### config.mk
export PLATFORM = sky130hd
export DESIGN_NAME = bcd_scan_display
export DESIGN_NICKNAME = d
export VERILOG_FILES = /design/src/rtl/bcd_scan_display.sv
export SDC_FILE = /design/constraint.sdc
export NUM_CORES = 1
export LEC_CHECK = 0
export CORE_AREA = 3 3 72 74
export CTS_CLUSTER_DIAMETER = 30
export DETAILED_ROUTE_END_ITERATION = 8
export DIE_AREA = 0 0 75 77
export PLACE_DENSITY = 0.81
export SLEW_MARGIN = 0
export SYNTH_ARGS = -nofsm -noshare
export SYNTH_HDL_FRONTEND = slang
export SYNTH_SLANG_ARGS = --single-unit
### constraint.sdc
create_clock -name clock -period 2.58 [get_ports clock]
set_clock_uncertainty 0.15 [all_clocks]
set_input_delay 0.258 -clock clock [delete_from_list [all_inputs] [get_ports clock]]
set_output_delay 0.258 -clock clock [all_outputs]
set_load 0.02 [all_outputs]
### src/rtl/bcd_scan_display.sv
// bcd_scan_display: captures a BCD count on a load strobe and scans it out
// to a time-multiplexed common-anode seven-segment display. New values are
// only applied at frame boundaries so a digit never changes mid-frame.
module bcd_scan_display #(
    parameter int DIGITS     = 4,
    parameter int SCAN_DIV   = 1000,
    parameter int ACTIVE_LOW = 1
) (
    input  logic                  clock,
    input  logic                  reset,
    input  logic [4*DIGITS-1:0]   bcd_in,
    input  logic                  load,
    output logic                  load_ack,
    input  logic                  blank_lz,
    output logic [6:0]            seg,
    output logic [DIGITS-1:0]     an,
    output logic                  invalid
);

    localparam int IDX_W = (DIGITS > 1) ? $clog2(DIGITS) : 1;
    localparam int PRE_W = (SCAN_DIV > 1) ? $clog2(SCAN_DIV) : 1;

    typedef enum logic {
        IDLE    = 1'b0,
        PENDING = 1'b1
    } pend_state_t;

    pend_state_t           state_q, state_d;
    logic [PRE_W-1:0]      pre_q, pre_d;
    logic [IDX_W-1:0]      idx_q, idx_d;
    logic [4*DIGITS-1:0]   display_q, display_d;
    logic [4*DIGITS-1:0]   pending_q, pending_d;
    logic                  load_ack_q, load_ack_d;
    logic [6:0]            seg_q, seg_d;
    logic [DIGITS-1:0]     an_q, an_d;
    logic                  invalid_q, invalid_d;

    logic                  tick;
    logic                  frame_end;
    logic [3:0]            cur_digit;
    logic [DIGITS-1:0]     lz_blank;
    logic                  zero_run;
    logic                  cur_blank;

    // Prescaler divides the clock into scan slots; the index walks the digits.
    always_comb begin
        tick      = (pre_q == PRE_W'(SCAN_DIV - 1));
        pre_d     = tick ? '0 : pre_q + 1'b1;
        frame_end = tick && (idx_q == IDX_W'(DIGITS - 1));
        idx_d     = idx_q;
        if (tick) begin
            idx_d = (idx_q == IDX_W'(DIGITS - 1)) ? '0 : idx_q + 1'b1;
        end
    end

    // Load capture and pending FSM; the old pending value wins a same-edge race.
    always_comb begin
        state_d    = state_q;
        pending_d  = pending_q;
        display_d  = display_q;
        load_ack_d = load;
        if (state_q == PENDING && frame_end) begin
            display_d = pending_q;
            state_d   = IDLE;
        end
        if (load) begin
            pending_d = bcd_in;
            state_d   = PENDING;
        end
    end

    // Decode the scanned digit with leading-zero blanking and flag non-BCD digits.
    always_comb begin
        cur_digit = 4'd0;
        an_d      = '0;
        invalid_d = 1'b0;
        lz_blank  = '0;
        zero_run  = 1'b1;
        for (int k = 0; k < DIGITS; k++) begin
            if (idx_q == IDX_W'(k)) begin
                cur_digit = display_q[4*k +: 4];
                an_d[k]   = 1'b1;
            end
            if (display_q[4*k +: 4] > 4'd9) begin
                invalid_d = 1'b1;
            end
        end
        for (int k = DIGITS - 1; k >= 0; k--) begin
            zero_run    = zero_run && (display_q[4*k +: 4] == 4'd0);
            lz_blank[k] = zero_run && (k != 0);
        end
        cur_blank = 1'b0;
        for (int k = 0; k < DIGITS; k++) begin
            if (idx_q == IDX_W'(k)) begin
                cur_blank = blank_lz && lz_blank[k];
            end
        end
        case (cur_digit)
            4'd0:    seg_d = 7'b0111111;
            4'd1:    seg_d = 7'b0000110;
            4'd2:    seg_d = 7'b1011011;
            4'd3:    seg_d = 7'b1001111;
            4'd4:    seg_d = 7'b1100110;
            4'd5:    seg_d = 7'b1101101;
            4'd6:    seg_d = 7'b1111101;
            4'd7:    seg_d = 7'b0000111;
            4'd8:    seg_d = 7'b1111111;
            4'd9:    seg_d = 7'b1101111;
            default: seg_d = 7'b1000000;
        endcase
        if (cur_blank) begin
            seg_d = 7'b0000000;
        end
    end

    // State registers; reset blanks the display and drops any pending value.
    always_ff @(posedge clock) begin
        if (!reset) begin
            state_q    <= IDLE;
            pre_q      <= '0;
            idx_q      <= '0;
            display_q  <= '0;
            pending_q  <= '0;
            load_ack_q <= 1'b0;
            seg_q      <= '0;
            an_q       <= '0;
            invalid_q  <= 1'b0;
        end else begin
            state_q    <= state_d;
            pre_q      <= pre_d;
            idx_q      <= idx_d;
            display_q  <= display_d;
            pending_q  <= pending_d;
            load_ack_q <= load_ack_d;
            seg_q      <= seg_d;
            an_q       <= an_d;
            invalid_q  <= invalid_d;
        end
    end

    assign seg      = (ACTIVE_LOW != 0) ? ~seg_q : seg_q;
    assign an       = (ACTIVE_LOW != 0) ? ~an_q : an_q;
    assign load_ack = load_ack_q;
    assign invalid  = invalid_q;

endmodule

* After elaboration in Yosys (flattened, before gate mapping) *
Memory sizes are Yosys's and may differ from the RTL's. A register that Yosys moved wholly into a read port is not among the register bits.
Cells that the tools add are included.

word-level totals
  word-level logic and storage cells = 54
  input bits = 20
  memories kept = 1
  flip-flop bits (word level) = 51
  bits in latches = 0
  RAM bits = 0
  bits in read-only memories = 112

cells by class
  multiply operators = 0
  reductions and logical operators = 14
  muxes and demuxes = 18
  bitwise operators = 3
  add/sub/neg operators = 2
  divide/modulo/power cells = 0
  $lt $le $gt $ge = 4
  shift operators = 0
  eq/ne operators = 4

memories
  name              depth  width  rd ports  clocked after Yosys merged registers in  write ports  RTL line  source
  (name not given)  16     7      1         1                                        0            98        case (cur_digit)

operators with widths
  cell                   count
  $gt 4x4->1 const B     4
  $mux 4                 4
  $mux 1                 13
  $logic_not 4->1        3
  $add 10x1->10 const B  1
  $eq 10x10->1 const B   1
  $logic_and 1x1->1      7
  $not 7->7              1
  $eq 2x2->1 const B     2
  $not 4->4              1
  $reduce_or 2->1        2
  $add 2x1->2 const B    1
  $eq 2x1->1 const B     1
  $logic_not 2->1        1
  $mux 2                 1
  $reduce_bool 2->1      1
  $not 1->1              1

* Logic depth before layout (Yosys ltp) *
  depth in word-level cells = 8
  gate-level depth with buffers = 10
  gate-level depth less buffers = 9

* Least setup slack after synthesis *
OpenSTA, ideal clock, no wires.

  kind = register to register
  from = register idx_q[1]
  to = register seg_q[4]
  period minus slack after synthesis = 2.343 ns
  stages on the path, launching flop included = 11
  arrival = 2.057 ns
  slack = 0.237 ns
  buffers on the path = 1
  cells stage by stage = dfxtp_1 > inv_1 > ha_1 > buf_2 > a211o_1 > o221ai_1 > inv_1 > ha_1 > nor3_1 > a221o_1 > a21oi_1

on the way
  cells in the longest elaborated chain, start to end = 5

RTL lines
  what                                                        RTL line  source
  from (decl)                                                 30        logic [IDX_W-1:0] idx_q, idx_d;
  from (signal assigned)                                      131       idx_q <= idx_d;
  $eq 2x1->1 / $logic_not 2->1 (equally long branches)        -
  $mux 1 / $mux 4 (equally long branches) (3 in series)       94, 80
  $reduce_or 2->1 (no line) / $mux 4 (equally long branches)  -
  to (decl)                                                   34        logic [6:0] seg_q, seg_d;

Parallel ways exist; a longest one is shown, timed or not.
A chain may end at the register's enable or synchronous reset.

* Worst setup path in the final report *
Same ends and word-level chain as after synthesis.

==> results.yml <==
status:
  status: "finished, final reports clean"
logic_synthesis:
  ys_async_sr_fraction: 0
  postSynthAreaPerCell_sq_um: 9.567
  synthCells: 260
  synth_edf_count: 0
  yosysWarnings: 0
  synth_seq_area_share: 0.4668
  ys.flop_type: "dfxtp_1"
  synth-seq-cells: 58
  netlist_area_sq_mm: 0.002487
  synth.distinct_cells: 42
  synth_nets: 291
drt:
  routed_wl_mm: 4.630
  drtPass1Iterations: 4
  ant_nets: 0
  drtIter0Drc: 78
  routedWlPerCell_um: 12.97
  route.vias.total: 1905
  drc_errors: 0
  routed_via_density: 5.336
grt:
  antenna_found_initial: 0
  grt_pass1_wl_mm: 8.231
  grtUsageTotal: 0.1842
  grt-ovfl-total: 0
  grt_start_max_net_pins: 40
  grt_pass1_vias: 1889
min_path:
  min-delay-path-class: "reg -> reg"
cells_and_area:
  final_nets: 329
  post_layout_nonfiller_instances: 357
  drive_gt1_frac: 0.08251
  fill_cells: 374
  antenna_cells: 0
  fin_util: 0.6642
  syn_to_final_growth_pct: 24.45
  layout_commonest_cell: "dfxtp_1"
  layout_common_cells: "58 x dfxtp_1, 46 x nor2_1, 33 x mux2i_1"
floorplanning:
  die-area_sq_mm: 0.005775
  core_area_sq_mm: 0.004661
  rows: 25
  die_h_um: 77
  fp.dieW_um: 75
  initial_core_util: 0.5337
  io_pins: 33
sta:
  rsz0062_at_grt: "no"
  tightest_slew_ps: 527.2
  fmaxAchievable_mhz: 408.2
  min_period_over_period: 0.9494
  fin_setup_tns_ps: 0
  hold_violations: 0
  maxSlewViolCount: 0
  period_needed_ps: 2450
  slew_headroom: 0.6485
  setup_viol: 0
clock_tree:
  cts_tree: "done"
  cts.clk_slew.worst_paths_ps: 60
  cts_buffers: 9
  htreeDepth: 3
  clkSinkCount: 58
  post_cts_buffers: 0
  cts-root-buf: "clkbuf_8"
  cts.path.max_buffers: 2
  clkLatencyLatePin_ps: 330
power:
  pwr-share-clk: 0.470
  power_switching_uw: 398.0
  p_per_area_mw_per_mm2: 639.3
  p_sw_frac: 0.2011
  power_uw: 1979
  p_int_uw: 1581
  irDropWorstVdd_mv: 0.4273
  comb_power_share: 0.057
  power_frac_seq: 0.473
  power.leakage_uw: 0.001240
setup_path:
  start_kind: "flop"
  worstPathRequired_ps: 2620
  critical_path_class: "reg -> reg"
  arrival_ps: 2490
  cp-end-kind: "flop"
  worstPathMaxFanout: 10
placement:
  gp_congestion: 0.8328
  hpwl_mm: 3.336
  port_buffers: 32
  placed_cells: 341
flow_run:
  maxCapViolations: 0
==> cells in the mapped netlist, types with 3 or more instances <==
library cell / number / share of area
nor3_1: 4 / 0.0080
nand2_1: 9 / 0.014
xnor2_1: 5 / 0.018
and2_1: 6 / 0.015
or3_1: 3 / 0.0075
nor3b_1: 3 / 0.0091
xor2_1: 3 / 0.011
dfxtp_1: 58 / 0.47
clkbuf_1: 5 / 0.0075
a21oi_1: 6 / 0.012
o21ai_0: 5 / 0.010
ha_1: 11 / 0.055
inv_1: 21 / 0.032
buf_2: 3 / 0.0060
mux2i_1: 33 / 0.13
nand3_1: 4 / 0.0080
nand3b_1: 3 / 0.0091
nor4_1: 3 / 0.0075
o32ai_1: 3 / 0.011
nor2_1: 46 / 0.069
==> power groups by stage <==
stage          Combinational, uW  Clock (uW)  Sequential (uW)
2_1_floorplan               58.5           0              953
3_3_place_gp                 110           0              955
3_5_place_dp                 113           0              956
4_1_cts                      114         955              936
5_1_grt                      124        1000              939
6_report                     112         931              936
==> cell type report <==
type	instances	area, sq um	share of cell area
clock buffer	12	155.1	0.05012
clock inverter	4	73.82	0.02385
inverter	21	78.83	0.02546
multi-input combinational	171	1201	0.3880
sequential	58	1161	0.3751
tap	54	67.56	0.02183
timing repair buffer	37	357.8	0.1156
==> stage by stage <==
| step | hold slack, ps | instance area (sq um) | setup slack (ps) |
|---|---|---|---|
| 2_1_floorplan | 235.3 | 2487 | 237.3 |
| 3_3_place_gp | 278.5 | 2864 | 306.9 |
| 3_5_place_dp | 301.8 | 2864 | 166.5 |
| 4_1_cts | 312.2 | 3093 | 66.99 |
| 5_1_grt | 350.6 | 3095 | 58.44 |
| 6_report | 310.4 | 3095 | 130.5 |
==> state kept, by name, indices dropped and copies added (netlist names) <==
register / count
idx_q: 2
seg_q: 7
an_q: 4
state_q: 1
pending_q: 16
pre_q: 10
invalid: 1
load_ack: 1
display_q: 16
==> cell families after synthesis <==
| kind of cell | share of synthesized area |
|---|---|
| compound gates | 0.08200 |
| xor+xnor | 0.02817 |
| fa+ha+maj | 0.05533 |
| buf+inv | 0.05131 |
| flops | 0.4668 |
| mux | 0.1373 |
| simple gates | 0.1791 |
==> worst max-delay path: stages (launching register included) <==
cell      delay (ps)
dfxtp_1          380
inv_1             80
ha_1             280
nand3b_1         200
a221oi_1         390
inv_1            170
ha_1             230
nor3_1           200
a221o_1          180
a21oi_1           60
==> what timing repair did <==
item,4_1_cts,5_1_grt
setup endpoints to repair,0,1
hold buffers,0,0
gates resized for setup,0,1
==> routing by layer <==
metal | GRT usage | part of all wire
met5 | 0 | 0
met2 | 0.2918 | 0.49
met3 | 0.06422 | 0.049
met4 | 0.07117 | 0.011
met1 | 0.2250 | 0.45
==> final timing paths <==
| kind | start | end | slack [ps] | cells past startpoint |
|---|---|---|---|---|
| min reg2reg | pre_q[0] | pre_q[0] | 310 | 1 |
| max | idx_q[1] | seg_q[4] | 130 | 9 |
| max reg2reg | idx_q[1] | seg_q[4] | 130 | 9 |
| min | pre_q[0] | pre_q[0] | 310 | 1 |
Power figures use the tool's default switching activity.
